$ cat src/rtl/pc_pkg.sv
// Shared definitions for the program-counter sequencer: default parameters,
// the command encoding and the priority decode that turns request lines into
// a single command.
package pc_pkg;

    localparam int DEF_WIDTH   = 10;
    localparam int DEF_DEPTH   = 4;
    localparam int DEF_STEP    = 1;
    localparam int DEF_RST_VAL = 0;

    typedef enum logic [2:0] {
        CMD_HOLD = 3'd0,
        CMD_STEP = 3'd1,
        CMD_BR   = 3'd2,
        CMD_JMP  = 3'd3,
        CMD_CALL = 3'd4,
        CMD_RET  = 3'd5
    } cmd_e;

    // Fixed priority ret > call > jmp > br > step; en low freezes everything.
    function automatic cmd_e cmd_decode(input logic en, input logic ret,
                                        input logic call, input logic jmp,
                                        input logic br);
        if (!en)  return CMD_HOLD;
        if (ret)  return CMD_RET;
        if (call) return CMD_CALL;
        if (jmp)  return CMD_JMP;
        if (br)   return CMD_BR;
        return CMD_STEP;
    endfunction

endpackage

$ cat src/rtl/ret_stack.sv
// Purpose: LIFO of return addresses for pc_seq (DEPTH entries of WIDTH bits).
// Latency: push/pop take effect at the clock edge; top_data/full/empty follow the registered pointer.
// Backpressure: push when full and pop when empty are ignored; the caller flags the error.
// Ports: clk, rst (async active-low), push, pop, push_data -> top_data, full, empty.
module ret_stack import pc_pkg::*; #(
    parameter int WIDTH = DEF_WIDTH,
    parameter int DEPTH = DEF_DEPTH
) (
    input  logic             clk,
    input  logic             rst,
    input  logic             push,
    input  logic             pop,
    input  logic [WIDTH-1:0] push_data,
    output logic [WIDTH-1:0] top_data,
    output logic             full,
    output logic             empty
);

    // Pointer counts entries 0..DEPTH inclusive, hence DEPTH+1 states.
    localparam int PW = $clog2(DEPTH + 1);
    localparam int IW = (DEPTH > 1) ? $clog2(DEPTH) : 1;

    logic [PW-1:0]    ptr_q, ptr_d;
    logic [WIDTH-1:0] mem_q [DEPTH];
    logic             do_push, do_pop;
    logic [IW-1:0]    wr_idx, rd_idx;

    assign full    = (ptr_q == PW'(DEPTH));
    assign empty   = (ptr_q == '0);
    assign do_push = push && !full;
    assign do_pop  = pop && !empty && !push;

    // Next free slot is at ptr; top of stack is one below it.
    assign wr_idx   = IW'(ptr_q);
    assign rd_idx   = IW'(ptr_q - PW'(1));
    assign top_data = mem_q[rd_idx];

    always_comb begin
        ptr_d = ptr_q;
        if (do_push) begin
            ptr_d = ptr_q + PW'(1);
        end else if (do_pop) begin
            ptr_d = ptr_q - PW'(1);
        end
    end

    // Reset only clears the pointer; stale entries are unreachable afterwards.
    always_ff @(posedge clk or negedge rst) begin
        if (!rst) begin
            ptr_q <= '0;
        end else begin
            ptr_q <= ptr_d;
        end
    end

    always_ff @(posedge clk) begin
        if (do_push) begin
            mem_q[wr_idx] <= push_data;
        end
    end

endmodule

$ cat src/rtl/pc_seq.sv
// Purpose: program counter with step up/down, jump, relative branch and call/return stack.
// Latency: one cycle from command edge to ctr_out and flags; no input-to-output combinational path.
// Backpressure: none; en=0 freezes counter, stack and flags (err_clr still acts).
// Ports: clk, rst (async active-low), en, dir, jmp/jmp_loc, br/br_off, call, ret, err_clr
//        -> ctr_out, stk_full, stk_empty, stk_err (sticky overflow/underflow).
module pc_seq import pc_pkg::*; #(
    parameter int          WIDTH   = DEF_WIDTH,
    parameter int          DEPTH   = DEF_DEPTH,
    parameter int          STEP    = DEF_STEP,
    parameter int unsigned RST_VAL = DEF_RST_VAL
) (
    input  logic             clk,
    input  logic             rst,
    input  logic             en,
    input  logic             dir,
    input  logic             jmp,
    input  logic [WIDTH-1:0] jmp_loc,
    input  logic             br,
    input  logic [WIDTH-1:0] br_off,
    input  logic             call,
    input  logic             ret,
    input  logic             err_clr,
    output logic [WIDTH-1:0] ctr_out,
    output logic             stk_full,
    output logic             stk_empty,
    output logic             stk_err
);

    localparam logic [WIDTH-1:0] STEP_W = WIDTH'(STEP);
    localparam logic [WIDTH-1:0] RST_W  = WIDTH'(RST_VAL);

    cmd_e             cmd;
    logic [WIDTH-1:0] ctr_q, ctr_d;
    logic [WIDTH-1:0] step_val, ret_addr, top_data;
    logic             err_q, err_d, err_set;
    logic             push, pop, full, empty;

    assign cmd = cmd_decode(en, ret, call, jmp, br);

    always_comb begin
        step_val = dir ? (ctr_q + STEP_W) : (ctr_q - STEP_W);
        // Return address is always the next sequential slot, whatever dir says.
        ret_addr = ctr_q + STEP_W;
        ctr_d    = ctr_q;
        push     = 1'b0;
        pop      = 1'b0;
        err_set  = 1'b0;
        case (cmd)
            CMD_RET: begin
                if (!empty) begin
                    pop   = 1'b1;
                    ctr_d = top_data;
                end else begin
                    // Underflow degrades to an ordinary step.
                    err_set = 1'b1;
                    ctr_d   = step_val;
                end
            end
            CMD_CALL: begin
                if (!full) begin
                    push  = 1'b1;
                    ctr_d = jmp_loc;
                end else begin
                    // Overflow degrades to an ordinary step.
                    err_set = 1'b1;
                    ctr_d   = step_val;
                end
            end
            CMD_JMP:  ctr_d = jmp_loc;
            CMD_BR:   ctr_d = ctr_q + br_off;
            CMD_STEP: ctr_d = step_val;
            default:  ctr_d = ctr_q;
        endcase
        // A new error outranks a simultaneous clear.
        err_d = err_set | (err_q & ~err_clr);
    end

    always_ff @(posedge clk or negedge rst) begin
        if (!rst) begin
            ctr_q <= RST_W;
            err_q <= 1'b0;
        end else begin
            ctr_q <= ctr_d;
            err_q <= err_d;
        end
    end

    ret_stack #(
        .WIDTH (WIDTH),
        .DEPTH (DEPTH)
    ) u_ret_stack (
        .clk       (clk),
        .rst       (rst),
        .push      (push),
        .pop       (pop),
        .push_data (ret_addr),
        .top_data  (top_data),
        .full      (full),
        .empty     (empty)
    );

    assign ctr_out   = ctr_q;
    assign stk_full  = full;
    assign stk_empty = empty;
    assign stk_err   = err_q;

endmodule

$ cat config.mk
export PLATFORM = sky130hd
export DESIGN_NAME = pc_seq
export DESIGN_NICKNAME = d
export VERILOG_FILES = /design/src/rtl/pc_pkg.sv /design/src/rtl/ret_stack.sv /design/src/rtl/pc_seq.sv
export SDC_FILE = /design/constraint.sdc
export NUM_CORES = 1
export LEC_CHECK = 0
export BUFFER_PORTS_ARGS = -buffer_cell sky130_fd_sc_hd__buf_2
export CORE_AREA = 4 4 83 85
export CTS_CLUSTER_DIAMETER = 80
export DETAILED_ROUTE_END_ITERATION = 10
export DIE_AREA = 0 0 87 89
export PLACE_DENSITY = 0.7
export SYNTH_ARGS = -nofsm -noshare
export SYNTH_HDL_FRONTEND = slang
export SYNTH_SLANG_ARGS = --single-unit
$ cat constraint.sdc
create_clock -name clk -period 7.8 [get_ports clk]
set_input_delay 0.78 -clock clk [delete_from_list [all_inputs] [get_ports clk]]
set_output_delay 0.78 -clock clk [all_outputs]
set_load 0.02 [all_outputs]
======== After elaboration in Yosys (flattened, before gate mapping) ========
Memory sizes are Yosys's and may differ from the RTL's.
Cells that the tools add are included.
storage, ports and cells
  bits of input ports ..................... 29
  memories ................................ 1
  memory bits (writable) .................. 40
  register bits ........................... 14
operators by class
  bitwise logic cells ..................... 3
  add/sub/neg operators ................... 5
  muxes and demuxes ....................... 39
  reductions and logical operators ........ 9
  equality and inequality tests ........... 6
memories
  name               words  bits a word  rd ports  clocked after memory_dff  wr ports  RTL line         RTL
  u_ret_stack.mem_q  4      10           1         0                         1         ret_stack.sv:24  logic [WIDTH-1:0] mem_q [DEPTH];
operators with widths
  kind                                                                  number
  10-bit one-hot mux with 5 select lines                                1
  3-bit two-way mux                                                     12
  10-bit two-way mux                                                    3
  1-bit two-way mux                                                     22
  10-bit by 1-bit adder with 10-bit output, second input constant       1
  10-bit adder                                                          1
  10-bit by 1-bit subtractor with 10-bit output, second input constant  1
  3-bit == test, second input constant                                  3
  3-bit by 2-bit == test with 1-bit output, second input constant       2
  5-bit nonzero test                                                    1
  3-bit by 1-bit adder with 3-bit output, second input constant         1
  3-bit by 1-bit == test with 1-bit output, second input constant       1
  1-bit logical AND                                                     3
  1-bit logical NOT                                                     3
  3-bit logical NOT                                                     1
  3-bit by 1-bit subtractor with 3-bit output, second input constant    1
  1-bit one-hot mux with 2 select lines                                 1
  2-bit nonzero test                                                    1
  1-bit AND                                                             1
  1-bit NOT                                                             1
  1-bit OR                                                              1

======== Logic depth before layout (Yosys ltp) ========
Gate-level depths: netlist of run 1.
  word-level depth ........................ 22
  gate-level depth with buffers ........... 10

======== Cells and area by module ========
Synthesis of run 1 repeated with hierarchy kept, for this count alone.
second synthesis, totals
  cells, all modules ...................... 270
  area total of the unflattened synthesis .. 3281.9 sq um
by module, submodules not included
  module     cells each  instances  area each (sq um)
  ret_stack  86          1          1751.7
  pc_seq     184         1          1530.2

======== Least setup slack after synthesis of run 1 ========
No wires, ideal clock.
  path kind ............................... register to register
  start ................................... register u_ret_stack.ptr_q[0]
  end ..................................... register ctr_q[3], in the netlist ctr_out[3]
  data arrival time ....................... 2493 ps
  setup time .............................. 143 ps
  setup slack ............................. 5164 ps
  stages on the path, launching flop included .. 10
  period minus slack after synthesis ...... 2636 ps
  cell sequence ........................... dfrtp_1 > buf_2 > inv_1 > ha_1 > ha_1 > and2_1 > o311ai_1 > o21ai_0 > nand2_1 > o211ai_1
RTL lines
  what                                    RTL line         RTL
  from (decl)                             ret_stack.sv:23  logic [PW-1:0] ptr_q, ptr_d;
  from (signal assigned)                  ret_stack.sv:52  ptr_q <= ptr_d;
  3-bit == test                           ret_stack.sv:28  assign full = (ptr_q == PW'(DEPTH));
  via stk_full                            pc_seq.sv:24     output logic stk_full,
  10-bit two-way mux                      pc_seq.sv:60     if (!full) begin
  10-bit one-hot mux with 5 select lines  pc_seq.sv:48     case (cmd)
  to (signal assigned)                    pc_seq.sv:83     ctr_q <= ctr_d;
  to (decl)                               pc_seq.sv:33     logic [WIDTH-1:0] ctr_q, ctr_d;
The timed path passes the listed nets, and every way through them passes these cells.
A chain may end at the register's enable or synchronous reset.

======== Final worst setup path of run 1 ========
  start ................................... register u_ret_stack.ptr_q[0]
  end ..................................... register ctr_q[3], in the netlist ctr_out[3]
between the ends
  longest elaborated chain between the ends .. 4
RTL lines
  what                                         RTL line         RTL
  3-bit by 1-bit subtractor with 3-bit output  ret_stack.sv:35  assign rd_idx = IW'(ptr_q - PW'(1));
  memory read 4 x 10 bit                       --
  10-bit two-way mux                           pc_seq.sv:50     if (!empty) begin
  10-bit one-hot mux with 5 select lines (*)   pc_seq.sv:48
Mark *: on every way between the ends. The rest lies on a longest branch, timed or not.

==> key figures, run 1 <==
Timing
  • Fmax: 337 MHz
  • Least-Margin Pin Slew: 995 ps
  • RSZ-0062 raised after global routing: no
  • Final Hold Fails: 0
  • Final worst path period share: 38.1%
  • Final Max Tran Viols: 0
  • Final Skew: 5.64 ps
  • Rel. slew slack: 32.7%
  • Setup_tns: 0 ps
  • Tmin final: 2970 ps
  • Setup-failing EPs final: 0
  • Hold_ws: 350 ps

Routing
  • Final ANT Viol Nets: 0
  • Drt wl/cell: 17.6 um
  • Vias per cell: 5.82
  • Post-Route WL: 6510 um
  • # DRC: 0
  • 1st-iter DRT viols: 166
  • DR pass1 iterations: 4
  • Via Count: 2,158

Setup path
  • Crit path kind: register to register
  • Beginning of the critical path: u_ret_stack.ptr_q[0]
  • Reg2reg end: ctr_out[3]
  • R2r startpoint: u_ret_stack.ptr_q[0]
  • Worst R2R Path Depth: 8
  • Critical path peak fanout: 14
  • Critical Path RT: 7980 ps
  • Setup crit end kind: register
  • Crit path to: ctr_out[3]
  • R2R setup slack: 4830 ps
  • Arr. time, crit path: 3150 ps
  • Worst setup SP type: register

Pwr
  • Psw: 510 uW
  • Clk pwr share: 15.1%
  • Cell-internal power: 748 uW
  • Comb power frac: 45.3%
  • Switch share: 40.6%
  • P per Cell Area: 359 nW/um^2
  • Sequential fraction of design power: 39.6%
  • Leak Pwr: 0.00132 uW
  • Max IR drop VDD: 0.210 mV

Clock tree
  • CTS Buffer Depth: 2
  • TritonCTS Buffers: 5
  • Clock Latency Late Sink: 310 ps
  • Post-CTS Resized: 0
  • Setup bufs post-CTS: 0
  • CTS tree: built
  • Clock root cell: clkbuf_8
  • H-tree depth: 2
  • Clk slew on worst S/H paths: 100 ps
  • Sink Count: 54
  • # hold bufs at CTS: 0

Final layout
  • Nets: 340
  • Most common cell after layout, fill and taps aside: buf_2
  • N_diodes: 0
  • Layout cells sized above 1: 22.1%
  • Most frequent cells in the layout: 41 x buf_2, 40 x edfxtp_1, 17 x ha_1
  • Layout area overhead: 10.8%
  • Post-route cell area: 3500 sq um
  • Finished Layout Cells: 371
  • Final core utilization: 56.5%

Floorplanning
  • Core area: 6200 sq um
  • Die Area: 7740 sq um
  • Die width: 87 um
  • I/O pins: 42
  • Row count: 29
  • Initial core utilization: 51.0%
  • Die height: 89 um

Synth
  • Post-Syn Area: 3160 sq um
  • Register area share after synthesis: 49.1%
  • Gate Count Post-Synth: 261
  • Most area-consuming cells after synthesis: edfxtp_1 38%, dfrtp_1 11%, mux4_2 7.1%, ha_1 6.7%, xnor2_1 3.9%
  • Mean Syn Cell Area: 12.1 sq um
  • Synth top area share: 38.0%
  • Largest area contributor in the netlist: edfxtp_1
  • Top FF cell, synth: edfxtp_1
  • Synth Register Bits: 54
  • Mapped Nets: 308
  • Distinct cells, synth: 51
  • Syn. warnings: 0
  • Ys async rst share: 25.9%
  • Post-synth EDFFs: 40

Global routing
  • Initial antenna violation count: 0
  • Largest net degree at the start of global routing: 19
  • GR Util All Layers: 18.4%
  • Total gr overflow: 0
  • Global-route wire length before repair: 10,800 um
  • Vias in the first global route: 2,150

Placement
  • Placed Cells: 363
  • DP Wirelength: 5040 um
  • Dpl cell area: 3390 sq um
  • Number of port buffers: 41
  • GP Congestion: 0.921

Min path
  • Hold WC Path Type: input pin to async pin

Run
  • Max Cap Viol: 0

Outcome
  • Status: finished clean
## power by group through the flow
stage / Combinational, uW / Clock, uW / Sequential [uW]
2_1_floorplan: 452 / 0 / 479
3_3_place_gp: 558 / 0 / 502
3_5_place_dp: 567 / 0 / 505
4_1_cts: 571 / 198 / 499
5_1_grt: 634 / 209 / 514
6_report: 569 / 190 / 498
## state kept, by name, summed over array words and instances (netlist names)
register           count
ctr_out               10
u_ret_stack.mem_q     40
u_ret_stack.ptr_q      3
stk_err                1
## stage by stage
step                      worst slack, ps  total power [uW]
after detailed placement             4740              1070
after CTS                            4770              1270
after global placement               4850              1060
final                                4830              1260
after global routing                 4570              1360
after floorplan                      5160               931
## worst max-delay path, cell delays in order, from the launching register on
cell	delay (ps)
dfrtp_1	820
inv_1	150
ha_1	270
ha_1	200
and2_1	200
o311ai_1	860
o21ai_0	160
nand2_1	100
o211ai_1	80
## cell families (layout without fill, tap and decap cells)
family	after synthesis	count (layout)	share of synthesized area [%]
buffers and inverters	26	59	3.60
AND/OR/NAND/NOR	71	71	12.1
XOR/XNOR	24	24	6.65
adder cells (fa/ha/maj)	18	18	7.36
multiplexers	13	13	8.07
AO/OA/AOI/OAI	55	55	13.2
flip-flops	54	54	49.1
## cells in the mapped netlist, types with 2 or more instances
cell type	n
o221ai_1	4
nand4_1	6
o41ai_1	2
a21oi_1	8
nor3_1	6
a21o_1	2
nand3_1	10
o21bai_1	2
o22ai_1	2
a222oi_1	8
or4_4	2
dfrtp_1	14
edfxtp_1	40
nor2_1	13
inv_1	9
ha_1	17
a31oi_1	2
o31ai_1	3
xnor2_1	14
mux2i_1	3
nor3b_1	2
xor2_1	10
mux4_2	10
buf_2	4
and3_1	4
o211ai_1	5
o21ai_0	7
nand2b_1	6
and2_1	5
nand2_1	12
clkbuf_1	9
## worst min path at each step
stage,from,to,slack (ps),cells past startpoint
floorplan,u_ret_stack.ptr_q[2],u_ret_stack.ptr_q[2],460,1
global placement,u_ret_stack.ptr_q[2],u_ret_stack.ptr_q[2],490,1
detailed placement,u_ret_stack.ptr_q[2],u_ret_stack.ptr_q[2],510,1
CTS,rst,u_ret_stack.ptr_q[2],340,1
global route,rst,u_ret_stack.ptr_q[2],350,1
finish,rst,u_ret_stack.ptr_q[2],350,1
## metal layers
metal  vias up  GRT usage (%)  part of all wire (%)
li1       1079              -                     -
met1      1017           24.3                    47
met2        53           29.7                    46
met3         9           4.24                   4.4
met4         0           6.94                   1.6
met5         -              0                     0
## final cells by class
type,count,area (sq um)
Clock inverter,3,47.5
Tap cell,77,96.3
Multi-Input combinational cell,181,1500
Sequential cell,54,1550
Timing Repair Buffer,41,205
Clock buffer,5,68.8
Fill cell,514,2700
Inverter,10,37.5
Note: power is estimated with default switching activity, not from simulation.
==> run 2, diff against run 1 <==
ABC_AREA = 1   (was not set)
CORE_AREA = 4 4 88 90   (was 4 4 83 85)
DIE_AREA = 0 0 92 94   (was 0 0 87 89)
PLACE_DENSITY = 0.72   (was 0.7)
clock period = 2.45 ns   (was 7.8 ns; I/O delays follow)
==> key figures, run 2 <==
Placement
  • Dpl cell area: 3920 sq um (was 3390 sq um)
  • GP Congestion: 0.943 (was 0.921)
  • Number of port buffers: 41 (unchanged)
  • DP Wirelength: 6880 um (was 5040 um)

Synth
  • Mapped Nets: 514 (was 308)
  • Register area share after synthesis: 43.4% (was 49.1%)
  • Largest area contributor in the netlist: edfxtp_1 (unchanged)
  • Post-synth EDFFs: 40 (unchanged)
  • Post-synth top cells: 122 x nand2_1, 74 x nor2_1, 53 x nand3_1, 40 x edfxtp_1, 36 x inv_1 (was 40 x edfxtp_1, 17 x ha_1, 14 x dfrtp_1, 14 x xnor2_1, 13 x nor2_1)
  • Most area-consuming cells after synthesis: edfxtp_1 34%, nand2_1 13%, dfrtp_1 9.8%, nor2_1 7.8%, nand3_1 7.4% (was edfxtp_1 38%, dfrtp_1 11%, mux4_2 7.1%, ha_1 6.7%, xnor2_1 3.9%)
  • Syn. warnings: 0 (unchanged)
  • Synth Register Bits: 54 (unchanged)
  • Ys async rst share: 25.9% (unchanged)
  • Distinct cells, synth: 33 (was 51)
  • Gate Count Post-Synth: 467 (was 261)
  • Mean Syn Cell Area: 7.65 sq um (was 12.1 sq um)
  • Top FF cell, synth: edfxtp_1 (unchanged)
  • Synth top area share: 33.6% (was 38.0%)
  • Post-Syn Area: 3570 sq um (was 3160 sq um)
  • Top-count cell post-synth: nand2_1 (was edfxtp_1)

Timing
  • Tmin final: 2050 ps (was 2970 ps)
  • RSZ-0062 raised after global routing: no (unchanged)
  • Final Hold Fails: 0 (unchanged)
  • Rel. slew slack: 67.7% (was 32.7%)
  • Setup-failing EPs final: 0 (unchanged)
  • Fmax: 488 MHz (was 337 MHz)
  • Final Skew: 6.60 ps (was 5.64 ps)
  • Final worst path period share: 83.7% (was 38.1%)
  • Setup_tns: 0 ps (unchanged)
  • Final Max Tran Viols: 0 (unchanged)
  • Least-Margin Pin Slew: 484 ps (was 995 ps)

Pwr
  • Clk pwr share: 10.9% (was 15.1%)
  • Cell-internal power: 2430 uW (was 748 uW)
  • Sequential fraction of design power: 30.3% (was 39.6%)
  • Psw: 2350 uW (was 510 uW)
  • Leak Pwr: 0.00182 uW (was 0.00132 uW)
  • Comb power frac: 58.8% (was 45.3%)
  • Switch share: 49.2% (was 40.6%)
  • Max IR drop VDD: 0.555 mV (was 0.210 mV)
  • P per Cell Area: 1190 nW/um^2 (was 359 nW/um^2)

Setup path
  • Setup crit end kind: register (unchanged)
  • Reg2reg end: ctr_out[4] (was ctr_out[3])
  • Crit path kind: register to register (unchanged)
  • Worst setup SP type: register (unchanged)
  • Beginning of the critical path: ctr_out[0] (was u_ret_stack.ptr_q[0])
  • Worst R2R Path Depth: 9 (was 8)
  • Critical Path RT: 2660 ps (was 7980 ps)
  • R2R setup slack: 400 ps (was 4830 ps)
  • Critical path peak fanout: 7 (was 14)
  • Arr. time, crit path: 2260 ps (was 3150 ps)
  • R2r startpoint: ctr_out[0] (was u_ret_stack.ptr_q[0])

Routing
  • 1st-iter DRT viols: 139 (was 166)
  • Via Count: 3,231 (was 2,158)
  • # DRC: 0 (unchanged)
  • Post-Route WL: 8940 um (was 6510 um)
  • Final ANT Viol Nets: 0 (unchanged)
  • Vias per cell: 5.27 (was 5.82)
  • Drt wl/cell: 14.6 um (was 17.6 um)
  • DR pass1 iterations: 4 (unchanged)

Clock tree
  • Clk slew on worst S/H paths: 100 ps (about the same)
  • Clock root cell: clkbuf_8 (unchanged)
  • Sink Count: 54 (unchanged)
  • CTS Buffer Depth: 2 (unchanged)
  • Clock Latency Late Sink: 310 ps (about the same)
  • TritonCTS Buffers: 5 (unchanged)
  • Post-CTS Resized: 0 (unchanged)
  • CTS tree: built (unchanged)
  • Setup bufs post-CTS: 0 (unchanged)
  • H-tree depth: 2 (unchanged)

Floorplanning
  • Row count: 31 (was 29)
  • Initial core utilization: 50.6% (was 51.0%)
  • Die height: 94 um (was 89 um)
  • Die width: 92 um (was 87 um)
  • Die Area: 8650 sq um (was 7740 sq um)
  • Core area: 7060 sq um (was 6200 sq um)
  • I/O pins: 42 (unchanged)

Final layout
  • # fillers: 657 (was 514)
  • N_diodes: 0 (unchanged)
  • Largest register FFs: 40 (unchanged)
  • Biggest register: u_ret_stack.mem_q (unchanged)
  • Final core utilization: 57.1% (was 56.5%)
  • Most frequent cells in the layout: 122 x nand2_1, 74 x nor2_1, 53 x nand3_1 (was 41 x buf_2, 40 x edfxtp_1, 17 x ha_1)
  • Post-route cell area: 4030 sq um (was 3500 sq um)
  • Layout cells sized above 1: 15.8% (was 22.1%)
  • Layout area overhead: 12.7% (was 10.8%)
  • Most common cell after layout, fill and taps aside: nand2_1 (was buf_2)
  • Nets: 560 (was 340)

Global routing
  • Vias in the first global route: 3,040 (was 2,150)
  • Global-route wire length before repair: 14,600 um (was 10,800 um)
  • Total gr overflow: 0 (unchanged)
  • Largest net degree at the start of global routing: 24 (was 19)
  • GR Util All Layers: 21.5% (was 18.4%)
  • Initial antenna violation count: 0 (unchanged)

Run
  • Max Cap Viol: 0 (unchanged)

Outcome
  • Status: finished clean (unchanged)

Min path
  • Hold WC Path Type: input pin to register (was input pin to async pin)
  • Hold path cells: 2
  • Hold Path Sink: stk_err
  • Worst Hold Launch: err_clr
==> run 2: power by group through the flow <==
stage | Combinational [uW] | Clock, uW | Sequential (uW)
3_5_place_dp | 2780 | 0 | 1460
3_3_place_gp | 2730 | 0 | 1460
4_1_cts | 2800 | 542 | 1440
5_1_grt | 3190 | 576 | 1470
6_report | 2810 | 522 | 1450
2_1_floorplan | 1890 | 0 | 1530
==> run 2: metrics by stage <==
| stage | hold slack (ps) | power (uW) | cells | setup slack (ps) |
|---|---|---|---|---|
| finish | 140 | 4780 | 613 | 400 |
| global route | 129 | 5240 | 613 | 267 |
| CTS | 124 | 4780 | 613 | 410 |
| detailed placement | 174 | 4240 | 604 | 436 |
| global placement | 169 | 4190 | 604 | 481 |
| floorplan | -50.6 | 3420 | 467 | 177 |
==> run 2: kinds of logic (layout without fill, tap and decap cells) <==
kind of cell	Yosys count	in the layout	share of synthesized area [%]
AOI/OAI and AO/OA	60	60	9.63
xor gates and xnor gates	4	4	0.981
adders and majority gates	18	18	6.51
buffers and inverters	55	102	6.13
DFF	54	54	43.4
and+or+nand+nor	276	276	33.3
==> run 2: worst max-delay path by stage <==
stage / slack (ps) / endpoint / depth (start not counted)
2_1_floorplan: 180 / u_ret_stack.mem_q[1][0] / 7
3_3_place_gp: 480 / ctr_out[4] / 9
3_5_place_dp: 440 / ctr_out[4] / 9
4_1_cts: 410 / ctr_out[4] / 9
5_1_grt: 270 / ctr_out[8] / 12
6_report: 400 / ctr_out[4] / 9
==> run 2: repair_timing <==
action	CTS	global route
hold buffers	1	0
setup endpoints to repair	0	0
endpoints found under the hold margin	14	0
==> run 2: final cells by class <==
cell class                      count  area, sq um  area share (%)
Sequential cell                    54         1550            38.5
Multi-Input combinational cell    358         1800            44.8
Clock inverter                      3         28.8           0.715
Tap cell                           99          124            3.08
Inverter                           41          154            3.82
Timing Repair Buffer               53          298            7.39
Clock buffer                        5         68.8            1.71
==> run 2: critical path: stages (launching register included) <==
cell and delay (ps):
dfrtp_1 470, ha_1 270, fa_1 410, nand3_1 90, nand2_1 100, or2_2 280
nand3_1 80, nand3_1 80, o21ai_1 120, nand2_1 50
==> run 2: layer usage <==
metal  vias up  share of wire, %  wire (um)  GRT usage (%)
met2        95                49       4340           37.2
met3        21               3.8        336           2.08
met1      1459                44       3960           27.4
met5         -                 0          0              0
met4         0               3.4        306           9.78
li1       1656                 -          -              -
